<file path="src/rtl/riscv_pkg.sv">
// Shared RISC-V types for the writeback stage: opcodes, register names,
// load funct3 encodings and the writeback buffer entry layout.
package riscv_pkg;

  // Widest supported datapath; buffer entries are sized for it so the
  // entry type can live in the package independent of XLEN.
  localparam int XLEN_MAX = 64;

  typedef enum logic [6:0] {
    OP_LOAD    = 7'b0000011,
    OP_REG_IMM = 7'b0010011,
    OP_AUIPC   = 7'b0010111,
    OP_STORE   = 7'b0100011,
    OP_REG_REG = 7'b0110011,
    OP_LUI     = 7'b0110111,
    OP_BRANCH  = 7'b1100011,
    OP_JALR    = 7'b1100111,
    OP_JAL     = 7'b1101111,
    OP_SYSTEM  = 7'b1110011
  } opcode_t;

  typedef logic [4:0] register_name_t;

  localparam logic [2:0] LOAD_F3_LB  = 3'b000;
  localparam logic [2:0] LOAD_F3_LH  = 3'b001;
  localparam logic [2:0] LOAD_F3_LW  = 3'b010;
  localparam logic [2:0] LOAD_F3_LD  = 3'b011;
  localparam logic [2:0] LOAD_F3_LBU = 3'b100;
  localparam logic [2:0] LOAD_F3_LHU = 3'b101;
  localparam logic [2:0] LOAD_F3_LWU = 3'b110;

  typedef struct packed {
    logic                valid;
    logic                wr;
    register_name_t      rd;
    logic [XLEN_MAX-1:0] data;
  } wb_entry_t;

endpackage

</file>
<file path="src/rtl/wb_load_align.sv">
// Load data formatter: selects the addressed byte/half/word lane of the raw
// memory word and sign- or zero-extends it. Purely combinational.
module wb_load_align
  import riscv_pkg::*;
#(
  parameter  int XLEN = 32,
  localparam int AW   = $clog2(XLEN / 8)
) (
  input  logic [2:0]      funct3_i,
  input  logic [AW-1:0]   addr_lo_i,
  input  logic [XLEN-1:0] lmd_i,
  output logic [XLEN-1:0] data_o,
  output logic            legal_o
);

  logic [XLEN-1:0] byte_sh;
  logic [XLEN-1:0] half_sh;
  logic [XLEN-1:0] word_sh;

  // Lane shifts: byte by addr*8, half by addr[msb:1]*16, word by addr[msb:2]*32.
  assign byte_sh = lmd_i >> {addr_lo_i, 3'b000};
  assign half_sh = lmd_i >> {(addr_lo_i >> 1), 4'b0000};
  assign word_sh = lmd_i >> {(addr_lo_i >> 2), 5'b00000};

  // Decode funct3 into the extended result; doubleword forms exist only at XLEN=64.
  always_comb begin
    // NOTE: defaults first so every path assigns both outputs and no latch is inferred.
    data_o  = '0;
    legal_o = 1'b1;
    case (funct3_i)
      LOAD_F3_LB:  data_o = XLEN'($signed(byte_sh[7:0]));
      LOAD_F3_LH:  data_o = XLEN'($signed(half_sh[15:0]));
      LOAD_F3_LW:  data_o = XLEN'($signed(word_sh[31:0]));
      LOAD_F3_LBU: data_o = XLEN'(byte_sh[7:0]);
      LOAD_F3_LHU: data_o = XLEN'(half_sh[15:0]);
      LOAD_F3_LD: begin
        if (XLEN == 64) data_o = lmd_i;
        else            legal_o = 1'b0;
      end
      LOAD_F3_LWU: begin
        if (XLEN == 64) data_o = XLEN'(word_sh[31:0]);
        else            legal_o = 1'b0;
      end
      default:     legal_o = 1'b0;
    endcase
  end

endmodule

</file>
<file path="src/rtl/writeback_buffer_unit.sv">
// Writeback stage: queues retiring MEM results in a DEPTH-entry circular
// buffer, drains the head into the register file under rf_ready back-pressure
// and offers a youngest-first forwarding lookup over all buffered results.
// Optional macro WB_RETIRE_CNT_EN adds the 64-bit retire_count output.
module writeback_buffer_unit
  import riscv_pkg::*;
#(
  parameter  int XLEN  = 32,
  parameter  int DEPTH = 2,
  localparam int AW    = $clog2(XLEN / 8),
  localparam int PW    = (DEPTH > 1) ? $clog2(DEPTH) : 1,
  localparam int CW    = $clog2(DEPTH + 1)
) (
  input  logic            clk,
  input  logic            rst,
  input  logic            flush,
  input  logic            mw_valid,
  output logic            mw_ready,
  input  logic [6:0]      mw_opcode,
  input  logic [2:0]      mw_funct3,
  input  logic [4:0]      mw_rd,
  input  logic [XLEN-1:0] mw_alu_result,
  input  logic [XLEN-1:0] mw_lmd,
  input  logic [AW-1:0]   mw_addr_lo,
  input  logic            rf_ready,
  output logic            rf_we,
  output logic [4:0]      rf_rd,
  output logic [XLEN-1:0] rf_wdata,
  input  logic [4:0]      fwd_rs,
  output logic            fwd_hit,
  output logic [XLEN-1:0] fwd_data
`ifdef WB_RETIRE_CNT_EN
  ,
  output logic [63:0]     retire_count
`endif
);

  wb_entry_t       buf_q [DEPTH];
  logic [PW-1:0]   head_q, head_d;
  logic [PW-1:0]   tail_q, tail_d;
  logic [CW-1:0]   count_q, count_d;
  logic            mw_ready_q, mw_ready_d;
  wb_entry_t       head_entry;
  wb_entry_t       new_entry;
  logic            push, pop;
  logic [XLEN-1:0] align_data;
  logic            align_legal;
  logic [PW-1:0]   fwd_idx;

  function automatic logic [PW-1:0] ptr_inc(input logic [PW-1:0] p);
    if (p == PW'(DEPTH - 1)) return '0;
    return p + 1'b1;
  endfunction

  wb_load_align #(.XLEN(XLEN)) u_load_align (
    .funct3_i  (mw_funct3),
    .addr_lo_i (mw_addr_lo),
    .lmd_i     (mw_lmd),
    .data_o    (align_data),
    .legal_o   (align_legal)
  );

  assign head_entry = buf_q[head_q];
  assign mw_ready   = mw_ready_q;
  assign push       = mw_valid && mw_ready_q && !flush;
  assign pop        = head_entry.valid && (!head_entry.wr || rf_ready);

  // Classify the incoming beat and build the entry to be queued.
  always_comb begin
    new_entry       = '0;
    new_entry.valid = 1'b1;
    new_entry.rd    = mw_rd;
    case (mw_opcode)
      OP_REG_REG, OP_REG_IMM, OP_LUI, OP_AUIPC, OP_JAL, OP_JALR: begin
        new_entry.wr   = 1'b1;
        new_entry.data = XLEN_MAX'(mw_alu_result);
      end
      OP_LOAD: begin
        new_entry.wr   = align_legal;
        new_entry.data = XLEN_MAX'(align_data);
      end
      default: new_entry.data = XLEN_MAX'(mw_alu_result);
    endcase
    if (mw_rd == '0) new_entry.wr = 1'b0;
  end

  // Next-state for pointers, occupancy and the registered ready flag.
  always_comb begin
    head_d  = head_q;
    tail_d  = tail_q;
    count_d = count_q;
    if (flush) begin
      head_d  = '0;
      tail_d  = '0;
      count_d = '0;
    end else begin
      if (push) tail_d = ptr_inc(tail_q);
      if (pop)  head_d = ptr_inc(head_q);
      if (push && !pop)      count_d = count_q + 1'b1;
      else if (!push && pop) count_d = count_q - 1'b1;
    end
    mw_ready_d = (count_d < CW'(DEPTH));
  end

  // State registers and buffer storage.
  always_ff @(posedge clk) begin
    if (rst) begin
      head_q     <= '0;
      tail_q     <= '0;
      count_q    <= '0;
      mw_ready_q <= 1'b1;
      // NOTE: only the valid bits are reset; payload fields are never read while invalid.
      for (int i = 0; i < DEPTH; i++) buf_q[i].valid <= 1'b0;
    end else begin
      // NOTE: non-blocking updates so every register samples pre-edge values.
      head_q     <= head_d;
      tail_q     <= tail_d;
      count_q    <= count_d;
      mw_ready_q <= mw_ready_d;
      if (flush) begin
        for (int i = 0; i < DEPTH; i++) buf_q[i].valid <= 1'b0;
      end else begin
        if (pop)  buf_q[head_q].valid <= 1'b0;
        if (push) buf_q[tail_q]       <= new_entry;
      end
    end
  end

  // Drive the register-file port straight from the head entry.
  always_comb begin
    rf_we    = head_entry.valid && head_entry.wr;
    rf_rd    = head_entry.valid ? head_entry.rd : '0;
    rf_wdata = head_entry.valid ? head_entry.data[XLEN-1:0] : '0;
  end

  // Forwarding search from oldest to youngest so the youngest match wins.
  always_comb begin
    fwd_hit  = 1'b0;
    fwd_data = '0;
    fwd_idx  = '0;
    if (fwd_rs != '0) begin
      for (int k = 0; k < DEPTH; k++) begin
        fwd_idx = PW'((int'(head_q) + k) % DEPTH);
        if (buf_q[fwd_idx].valid && buf_q[fwd_idx].wr && buf_q[fwd_idx].rd == fwd_rs) begin
          fwd_hit  = 1'b1;
          fwd_data = buf_q[fwd_idx].data[XLEN-1:0];
        end
      end
    end
  end

`ifdef WB_RETIRE_CNT_EN
  logic [63:0] retire_cnt_q;

  // Count every pop; survives flush, cleared only by reset.
  always_ff @(posedge clk) begin
    if (rst)      retire_cnt_q <= '0;
    else if (pop) retire_cnt_q <= retire_cnt_q + 64'd1;
  end

  assign retire_count = retire_cnt_q;
`endif

endmodule

</file>
<file path="config.mk">
export PLATFORM = sky130hd
export DESIGN_NAME = writeback_buffer_unit
export DESIGN_NICKNAME = d
export VERILOG_FILES = /design/src/rtl/riscv_pkg.sv /design/src/rtl/wb_load_align.sv /design/src/rtl/writeback_buffer_unit.sv
export SDC_FILE = /design/constraint.sdc
export NUM_CORES = 1
export LEC_CHECK = 0
export CAP_MARGIN = 0
export CORE_MARGIN = 4
export CORE_UTILIZATION = 42
export DETAILED_ROUTE_END_ITERATION = 6
export PLACE_DENSITY = 0.79
export SLEW_MARGIN = 25
export SYNTH_ARGS = -nofsm -noshare
export SYNTH_HDL_FRONTEND = slang
export SYNTH_SLANG_ARGS = --single-unit
</file>
<file path="constraint.sdc">
create_clock -name clk -period 4.5 [get_ports clk]
set_clock_uncertainty 0.2 [all_clocks]
set_input_delay 0.45 -clock clk [delete_from_list [all_inputs] [get_ports clk]]
set_output_delay 0.45 -clock clk [all_outputs]
set_load 0.05 [all_outputs]
</file>
==> summary.txt, run 1 <==
RR Endpoint: mw_ready$_SDFF_PP1_
DP Area: 0.006626 mm²
worst path bufs/invs: 2
setup tns final: 0 ns
VDD IR max: 0.1923 mV
min-delay src: buf_q[0][38]$_SDFFE_PP1P_
crit start category: flop
outcome: finished, final reports clean
worst hold slack: 0.3459 ns
Period minus WS final: 4.304 ns
f_max: 0.2324 GHz
WL/cell: 19.82 µm
Ant. Diodes: 0
Clk pin slew, worst setup/hold paths: 0.06 ns
Final #Nets: 738
H-tree level count: 3
PortBufs: 162
CTS-repair resized insts: 0
pin count of the biggest net entering global routing: 40
Post-DP HPWL: 11.40 mm
LEAKAGE: 2.395 nW
drc violations: 0
core area: 0.01137 mm²
initial antenna violation count: 0
Gate Count Post-Synth: 497
share of cells above drive strength 1: 6.769%
die area: 0.01340 mm²
critical path cell sequence: mux2i_1, xor2_1, nand4_2, nor3_4, buf_4, o21ai_0, a21oi_1, clkdlybuf4s50_1
mean post-synth cell area: 9.811 µm²
hold buffers post-CTS: 0
1st-pass router iterations: 5
Crit Path Class: reg2out
type of the tightest min-delay check: reg2reg
power density over the cells: 279.7 mW/mm²
CTS tree: built
Crit Path Max Fanout: 32
Syn Nets: 590
number of vias per cell: 5.762
Final Cycle Share: 95.64%
first-pass GRT wire length: 23.43 mm
total chip power: 1.939 mW
# setup viols final: 0
clk_lat worst skew: 0.34 ns
Fin. Hold Viols: 0
MaxCap Viol Count: 0
vias in the first global route: 4,633
Yosys cell types: 45
Worst EP arrival: 3.65 ns
Top Family by Delay on Critical Path: buffers and inverters
slowest CP cell: clkdlybuf4s50_1
Post-DRT Antenna Nets: 0
Slew @ Worst Pin: 0.9607 ns
Initial DRC Count: 353
Worst setup EP type: output pin
FF+latch count, synth: 84
post-synthesis sequential area ratio: 50.09%
vias: 4,569
fraction of registers with async set/reset: 0%
starting density of the core: 42.89%
Worst slew margin: 35.61%
global route overflow: 0
worst reg2reg path depth: 11
Slew Viols, Final: 0
crit path launch: head_q$_SDFFE_PP0P_
design area: 0.006933 mm²
number of flops mapped to enable cells by yosys: 76
clock buffer count from CTS: 9
Total Wirelength: 15.72 mm
area grow syn2layout: 42.19%
Die Ht: 115.7 µm
num rows: 39
Critical Path End: fwd_data[11]
Die Width: 115.7 µm
Primary FF master, synth: edfxtp_1
Mapped Area: 0.004876 mm²
clock root buffer: clkbuf_16
cell count along the critical path: 8
IO Pins: 163
CP required: 3.85 ns
Routability Congestion: 0.9228
CTS max path bufs: 2
Synth warnings: 0
CP peak stage delay: 0.85 ns
setup bufs post-CTS: 0
RSZ-0062 raised after global routing: no
r2r setup slk: 1.28 ns
GRT Overall Usage: 22.85%
clk sinks: 84
==> cell families after synthesis <==
logic type               after synthesis  synth area share [%]
AND/OR/NAND/NOR                      159                 15.29
adder cells (fa/ha/maj)                2                0.5131
XOR/XNOR                              13                 2.335
flip-flops                            84                 50.09
AO/OA/AOI/OAI                        143                 16.53
multiplexers                          54                 11.37
buffers and inverters                 42                 3.875
==> layer usage <==
metal,part of all wire (%),vias to the layer above,track usage (%)
met5,0,-,0
met4,3.0,0,10.05
met3,8.3,37,4.334
met2,48,231,37.73
met1,41,2166,29.43
li1,-,2135,-
==> sequential cells by signal (all words and copies together) (netlist names), named ones only <==
signal	cells
tail_q	1
buf_q	78
count_q	2
mw_ready	1
head_q	1
==> cell usage in the layout (no fill, tap or decap), types with 2 or more instances in the layout <==
cell and instances:
dfxtp_1 7, o21ai_0 48, clkdlybuf4s50_1 162, nand3_1 36
or2_2 2, a21oi_1 52, mux2i_1 51, and2_1 2
ha_1 2, nor2_1 55, clkbuf_16 9, clkbuf_8 2
o21ai_1 19, clkinv_2 2, a21o_1 3, nor3_1 7
nor3_2 2, edfxtp_1 76, and3_1 2, a221oi_1 15
xor2_1 5, buf_4 11, nand2b_1 3, nand2_1 37
xnor2_1 8, inv_1 6
==> where the power goes <==
| part | switching (mW) | leakage [nW] | total, mW | internal (mW) |
|---|---|---|---|---|
| clock | 0.284 | 0.149 | 0.742 | 0.458 |
| sequential | 0.00986 | 0.754 | 0.879 | 0.869 |
| combinational | 0.173 | 1.49 | 0.319 | 0.145 |
| total | 0.467 | 2.40 | 1.94 | 1.47 |
==> worst register-to-register path, cell delays in order, from the launching register on <==
cell and delay [ns]:
dfxtp_2 0.47, buf_4 0.58, mux2i_4 0.35, buf_4 0.40, or2_2 0.21, inv_1 0.08
ha_1 0.20, nor3b_1 0.13, a21oi_1 0.16, xnor2_1 0.14, and2_1 0.16, inv_1 0.04
==> layout make-up <==
class                   count  area, µm²
fillers                   946       4437
flip-flops and latches     84       2444
multi-input cells         371       2280
repair buffers            173       1704
clock buffers              12      256.5
well taps                 143      178.9
clock inverters             4      47.55
inverters                   6      22.52
==> synth_stat cells (2+ instances only) <==
cell       n  area share (%)
mux2i_1   52              11
edfxtp_1  76              47
a221oi_1  15             2.7
xnor2_1    8             1.4
nor3_1     8            0.82
or2_2      2            0.26
a21oi_1   52             5.3
and2_1     2            0.26
xor2_1     5            0.90
nand2b_1   4            0.51
ha_1       2            0.51
inv_1      6            0.46
o21ai_0   48             4.9
buf_1      5            0.38
buf_2     10             1.0
clkbuf_1  17             1.3
o21ai_1   19             2.0
nand3_1   36             3.7
and3_1     2            0.26
buf_4      3            0.46
a21o_1     3            0.46
nand2_1   37             2.8
dfxtp_1    8             3.3
nor3b_1    2            0.31
nor2_1    55             4.2
==> stage by stage <==
| stage | setup WS, ns | util, % | cells |
|---|---|---|---|
| 2_1_floorplan | 0.08561 | - | 497 |
| 3_3_place_gp | 0.7499 | 58.28 | 777 |
| 3_5_place_dp | 0.6136 | 58.28 | 777 |
| 4_1_cts | 0.2064 | 60.96 | 793 |
| 5_1_grt | 0.07716 | 60.98 | 793 |
| 6_report | 0.1962 | 60.98 | 793 |
==> worst min path at each step <==
stage,to,slack (ns),cells past startpoint
2_1_floorplan,buf_q[0][38]$_SDFFE_PP1P_,0.27,2
3_3_place_gp,buf_q[0][38]$_SDFFE_PP1P_,0.32,2
3_5_place_dp,buf_q[0][38]$_SDFFE_PP1P_,0.33,2
4_1_cts,buf_q[0][38]$_SDFFE_PP1P_,0.35,2
5_1_grt,buf_q[0][38]$_SDFFE_PP1P_,0.38,2
6_report,buf_q[0][38]$_SDFFE_PP1P_,0.35,2
Power figures use the tool's default switching activity.
==> inputs of run 2 (changes only) <==
Settings changed: CORE_UTILIZATION 42 to 40, GPL_ROUTABILITY_DRIVEN from default to 0, PLACE_DENSITY 0.79 to 0.76.
==> run 2 against run 1 <==
Net effect:
- clock-buffer cell count is the same
- first-iteration DRC count fell by 13%
- core utilization down 2.8 points
- sequential power is essentially flat
- fmax is 2.5% higher
- cell count up 0.50%
- worst hold slack better by 0.017 ns
- combinational power is essentially flat
- critical path type unchanged
- critical endpoint is now fwd_data[12]
- largest cell class unchanged
- highest routed layer unchanged
==> summary.txt, run 2 (synthesis gave the netlist of run 1 again) <==
outcome: finished, final reports clean
Post-DRT Antenna Nets: 0 (unchanged)
Crit Path Max Fanout: 19 (-41%)
Critical Path End: fwd_data[12]
CP peak stage delay: 0.84 ns (about the same)
drc violations: 0 (unchanged)
power density over the cells: 283.2 mW/mm² (+1.2%)
type of the tightest min-delay check: reg2reg
clk_lat worst skew: 0.32 ns (-0.02 ns)
Most flops, register: buf_q
total chip power: 1.972 mW (+1.7%)
vias: 4,599 (+0.66%)
pin count of the biggest net entering global routing: 40 (unchanged)
cell count along the critical path: 8 (unchanged)
number of vias per cell: 5.770 (+0.15%)
number of fill cells in the layout: 1,035 (+9.4%)
Die Ht: 118.4 µm (+2.3%)
VDD IR max: 0.1639 mV (-15%)
CP required: 3.85 ns (about the same)
highest-count cells in the layout ignoring fill and taps: clkdlybuf4s50_1, edfxtp_1, nor2_1, a21oi_1, mux2i_1
Clk pin slew, worst setup/hold paths: 0.06 ns (about the same)
Worst slew margin: 34.47% (-1.1 points)
Top Family by Delay on Critical Path: buffers and inverters
first-pass GRT wire length: 24.89 mm (+6.2%)
Initial DRC Count: 307 (-13%)
Slew Viols, Final: 0 (unchanged)
crit path launch: head_q$_SDFFE_PP0P_
IO Pins: 163 (unchanged)
worst reg2reg path depth: 10 (-1)
WL/cell: 19.53 µm (-1.5%)
num rows: 40 (+2.6%)
1st-pass router iterations: 4 (-1)
max reg flops: 78 (unchanged)
f_max: 0.2382 GHz (+2.5%)
crit start category: flop
Top Registers: buf_q: 78 flops, count_q: 2 flops
core area: 0.01196 mm² (+5.2%)
critical path cell sequence: mux2i_1, xor2_1, nand4_2, nor2_1, o21ai_4, buf_4, a21oi_1, clkdlybuf4s50_1
Final WS setup: 0.3011 ns (+0.1049 ns)
CTS tree: built
worst path bufs/invs: 2 (unchanged)
r2r setup slk: 1.05 ns (-0.23 ns)
Crit Path Class: reg2out
MaxCap Viol Count: 0 (unchanged)
clock buffer count from CTS: 9 (unchanged)
LEAKAGE: 2.407 nW (+0.49%)
Ant. Diodes: 0 (unchanged)
Final Cycle Share: 93.31% (-2.3 points)
slowest CP cell: clkdlybuf4s50_1
H-tree level count: 3 (unchanged)
vias in the first global route: 4,648 (+0.32%)
setup bufs post-CTS: 0 (unchanged)
Slew @ Worst Pin: 0.9776 ns (+0.01689 ns)
PortBufs: 162 (unchanged)
Final #Nets: 738 (unchanged)
Worst EP arrival: 3.55 ns (-0.10 ns)
die area: 0.01402 mm² (+4.6%)
RR Endpoint: mw_ready$_SDFF_PP1_
initial antenna violation count: 0 (unchanged)
GRT Overall Usage: 22.07% (-0.78 points)
Period minus WS final: 4.199 ns (-0.1049 ns)
setup tns final: 0 ns (unchanged)
pre-CTS setup slack: 0.5830 ns (-0.03053 ns)
global route overflow: 0 (unchanged)
RSZ-0062 raised after global routing: no
CTS max path bufs: 2 (unchanged)
clock root buffer: clkbuf_16
Worst setup EP type: output pin
starting density of the core: 40.76% (-2.1 points)
share of cells above drive strength 1: 6.769% (unchanged)
commonest non-fill, non-tap cell in the layout: clkdlybuf4s50_1
clk sinks: 84 (unchanged)
Fin. Hold Viols: 0 (unchanged)
Total Wirelength: 15.56 mm (-0.99%)
area grow syn2layout: 42.80%
# setup viols final: 0 (unchanged)
Post-DP HPWL: 11.19 mm (-1.9%)
Die Width: 118.4 µm (+2.3%)
[run 2: tightest hold or removal path: cells and delay by family (launching register included)]
| kind | cells | cell delay, ns |
|---|---|---|
| AOI/OAI and AO/OA | 1 | 0.10 |
| DFF | 1 | 0.35 |
| and+or+nand+nor | 1 | 0.07 |
[run 2: repair_timing]
action,4_1_cts,5_1_grt
resized for setup,0,1
hold buffers,0,0
setup endpoints to repair,0,3
[run 2: metrics by stage]
stage | std cells | util, % | cell area (µm²) | hold slack [ns]
2_1_floorplan | 497 | - | 4881 | 0.2706
3_3_place_gp | 781 | 55.44 | 6631 | 0.3255
5_1_grt | 797 | 58.21 | 6963 | 0.3853
6_report | 797 | 58.21 | 6963 | 0.3626
4_1_cts | 797 | 58.13 | 6953 | 0.3616
3_5_place_dp | 781 | 55.44 | 6631 | 0.3476
[run 2: worst min path at each step]
stage	from	endpoint	slack [ns]	depth (start not counted)
CTS	buf_q[0][38]$_SDFFE_PP1P_	buf_q[0][38]$_SDFFE_PP1P_	0.36	2
global route	buf_q[0][38]$_SDFFE_PP1P_	buf_q[0][38]$_SDFFE_PP1P_	0.39	2
global placement	buf_q[0][38]$_SDFFE_PP1P_	buf_q[0][38]$_SDFFE_PP1P_	0.33	2
floorplan	buf_q[0][38]$_SDFFE_PP1P_	buf_q[0][38]$_SDFFE_PP1P_	0.27	2
finish	buf_q[0][38]$_SDFFE_PP1P_	buf_q[0][38]$_SDFFE_PP1P_	0.36	2
detailed placement	buf_q[0][38]$_SDFFE_PP1P_	buf_q[0][38]$_SDFFE_PP1P_	0.35	2
[run 2: metal layers]
layer | up-vias | routed length [µm] | track usage (%)
met4 | 0 | 318 | 6.227
met3 | 29 | 1308 | 4.737
met1 | 2188 | 6315 | 28.65
li1 | 2135 | - | -
met2 | 247 | 7621 | 37.30
met5 | - | 0 | 0
[run 2: power by group]
| group | switching, mW | internal (mW) | total, mW |
|---|---|---|---|
| registers | 0.0109 | 0.869 | 0.880 |
| logic | 0.173 | 0.145 | 0.318 |
| clock network | 0.292 | 0.482 | 0.774 |
| total | 0.476 | 1.50 | 1.97 |
[run 2: area by class of cell]
cell class / instances / area (µm²) / share of cell area (%)
Clock buffer: 12 / 267.8 / 3.845
Clock inverter: 4 / 53.80 / 0.7727
Inverter: 6 / 22.52 / 0.3235
Multi-Input combinational cell: 371 / 2287 / 32.85
Sequential cell: 84 / 2444 / 35.09
Tap cell: 147 / 183.9 / 2.642
Timing Repair Buffer: 173 / 1704 / 24.47
==> inputs of run 3 (changes only) <==
Settings changed: CORE_ASPECT_RATIO from default to 2.
==> run 3 against run 2 <==
Net effect:
- sequential share of layout area shrank 0.088 points
- fmax shrank 0.91%
- flip-flop and latch count is the same
- final area grew 0.25%
- worst hold slack lost 0.0013 ns
- global-route usage grew 0.070 points
- core utilization grew 0.74 points
- clock power grew 4.3%
- critical endpoint is now fwd_data[19]
==> summary.txt, run 3 (synthesis gave the netlist of run 1 again) <==
Die Width: 86.07 µm (-27%)
cell count along the critical path: 8 (unchanged)
Die Ht: 164.1 µm (+39%)
first-pass GRT wire length: 24.08 mm (-3.2%)
Period minus WS final: 4.238 ns (+0.03872 ns)
Crit Path Max Fanout: 32 (+13)
Switching Power: 0.4575 mW (-4.0%)
Post-DRT Antenna Nets: 0 (unchanged)
clk_lat worst skew: 0.34 ns (+0.02 ns)
Clk pin slew, worst setup/hold paths: 0.06 ns (about the same)
num rows: 56 (+40%)
vias: 4,529 (-1.5%)
max reg flops: 78 (unchanged)
crit start category: flop
clock buffer count from CTS: 9 (unchanged)
CP required: 3.85 ns (about the same)
Total Wirelength: 15.71 mm (+0.91%)
core area: 0.01184 mm² (-1.0%)
Top Registers: buf_q: 78 flops, count_q: 2 flops
initial antenna violation count: 0 (unchanged)
Seq pwr share: 43.9% (-0.7 points)
Fin. Hold Viols: 0 (unchanged)
# setup viols final: 0 (unchanged)
hold buffers post-CTS: 0 (unchanged)
CP peak stage delay: 0.86 ns (+0.02 ns)
WL/cell: 19.78 µm (+1.3%)
starting density of the core: 41.18% (+0.41 points)
die area: 0.01413 mm² (+0.77%)
Crit Path Class: reg2out
CTS tree: built
Worst EP arrival: 3.59 ns (+0.04 ns)
worst path bufs/invs: 2 (unchanged)
CTS-repair resized insts: 0 (unchanged)
critical path cell sequence: mux2i_1, xor2_1, nand4_2, o21ai_4, buf_4, nand3_1, a21oi_1, clkdlybuf4s50_1
clk sinks: 84 (unchanged)
f_max: 0.2360 GHz (-0.91%)
commonest non-fill, non-tap cell in the layout: clkdlybuf4s50_1
Final Cycle Share: 94.17% (+0.86 points)
design area: 0.006980 mm² (+0.25%)
IO Pins: 163 (unchanged)
Top Family by Delay on Critical Path: buffers and inverters
LEAKAGE: 2.412 nW (+0.20%)
Slew @ Worst Pin: 0.8561 ns (-0.1214 ns)
Clk pwr share: 40.2% (+1.0 points)
drc violations: 0 (unchanged)
VDD IR max: 0.2002 mV (+22%)
Most flops, register: buf_q
Worst setup EP type: output pin
Ant. Diodes: 0 (unchanged)
DP Area: 0.006641 mm² (+0.15%)
Slew Viols, Final: 0 (unchanged)
vias in the first global route: 4,640 (-0.17%)
switch share: 22.79% (-1.4 points)
number of vias per cell: 5.704 (-1.1%)
Worst slew margin: 42.61% (+8.1 points)
type of the tightest min-delay check: reg2reg
clock root buffer: clkbuf_16
Initial DRC Count: 352 (+15%)
MaxCap Viol Count: 0 (unchanged)
Final #Nets: 737 (-0.14%)
setup tns final: 0 ns (unchanged)
PortBufs: 162 (unchanged)
global route overflow: 0 (unchanged)
power density over the cells: 287.5 mW/mm² (+1.5%)
share of cells above drive strength 1: 6.163% (-0.61 points)
setup bufs post-CTS: 0 (unchanged)
area grow syn2layout: 43.16%
H-tree level count: 3 (unchanged)
CTS max path bufs: 2 (unchanged)
Post-DP HPWL: 11.85 mm (+5.9%)
highest-count cells in the layout ignoring fill and taps: clkdlybuf4s50_1, edfxtp_1, nor2_1, a21oi_1, mux2i_1
GRT Overall Usage: 22.14% (+0.070 points)
slowest CP cell: clkdlybuf4s50_1
internal power: 1.550 mW (+3.6%)
pin count of the biggest net entering global routing: 40 (unchanged)
Hold Path Depth: 2 (unchanged)
worst reg2reg path depth: 11 (+1)
Comb pwr share: 15.9% (-0.2 points)
RSZ-0062 raised after global routing: no
outcome: finished, final reports clean
1st-pass router iterations: 5 (+1)
[run 3: final timing paths]
path	start	to	slack [ns]
worst min-delay path	count_q[0]$_SDFFE_PP0P_	count_q[0]$_SDFFE_PP0P_	0.36
worst max register to register	flop	mw_ready$_SDFF_PP1_	1.14
worst min register to register	count_q[0]$_SDFFE_PP0P_	count_q[0]$_SDFFE_PP0P_	0.36
worst max-delay path	head_q$_SDFFE_PP0P_	fwd_data[19]	0.26
[run 3: per-layer routing]
metal | share of wire (%) | vias to the layer above | track usage [%]
met3 | 5.3 | 35 | 2.711
met1 | 35 | 2153 | 23.01
met5 | 0 | - | 0
met2 | 56 | 212 | 42.76
li1 | - | 2129 | -
met4 | 3.5 | 0 | 10.01
[run 3: area by class of cell]
| cell class | count | area [µm²] |
|---|---|---|
| Timing Repair Buffer | 172 | 1709 |
| Sequential cell | 84 | 2444 |
| Clock buffer | 9 | 225.2 |
| Inverter | 6 | 22.52 |
| Multi-Input combinational cell | 371 | 2293 |
| Fill cell | 999 | 4861 |
| Clock inverter | 7 | 105.1 |
| Tap cell | 145 | 181.4 |
[run 3: metrics by stage]
stage	util [%]	hold WS [ns]	worst slack, ns	std cells	total power, mW
after global placement	56.02	0.3301	0.4902	778	1.205
after floorplan	-	0.2706	0.08561	497	1.052
final	58.95	0.3613	0.2624	794	2.007
after global routing	58.95	0.4002	0.1014	794	2.072
after CTS	58.88	0.3713	0.2922	794	2.012
after detailed placement	56.09	0.3626	0.5987	778	1.212
[run 3: power by group through the flow]
stage	Sequential (mW)	Clock, mW	Combinational, mW
2_1_floorplan	0.892	0	0.160
3_3_place_gp	0.895	0	0.309
3_5_place_dp	0.896	0	0.316
4_1_cts	0.880	0.816	0.317
5_1_grt	0.882	0.850	0.340
6_report	0.880	0.807	0.320
[run 3: worst register-to-register path: cells and delay by family (launching register included)]
| family | cells | cell delay (ns) |
|---|---|---|
| AND/OR/NAND/NOR | 3 | 0.44 |
| buffers and inverters | 4 | 0.86 |
| AO/OA/AOI/OAI | 1 | 0.14 |
| XOR/XNOR | 1 | 0.13 |
| flip-flops | 1 | 0.68 |
| adder cells (fa/ha/maj) | 1 | 0.19 |
| multiplexers | 1 | 0.61 |
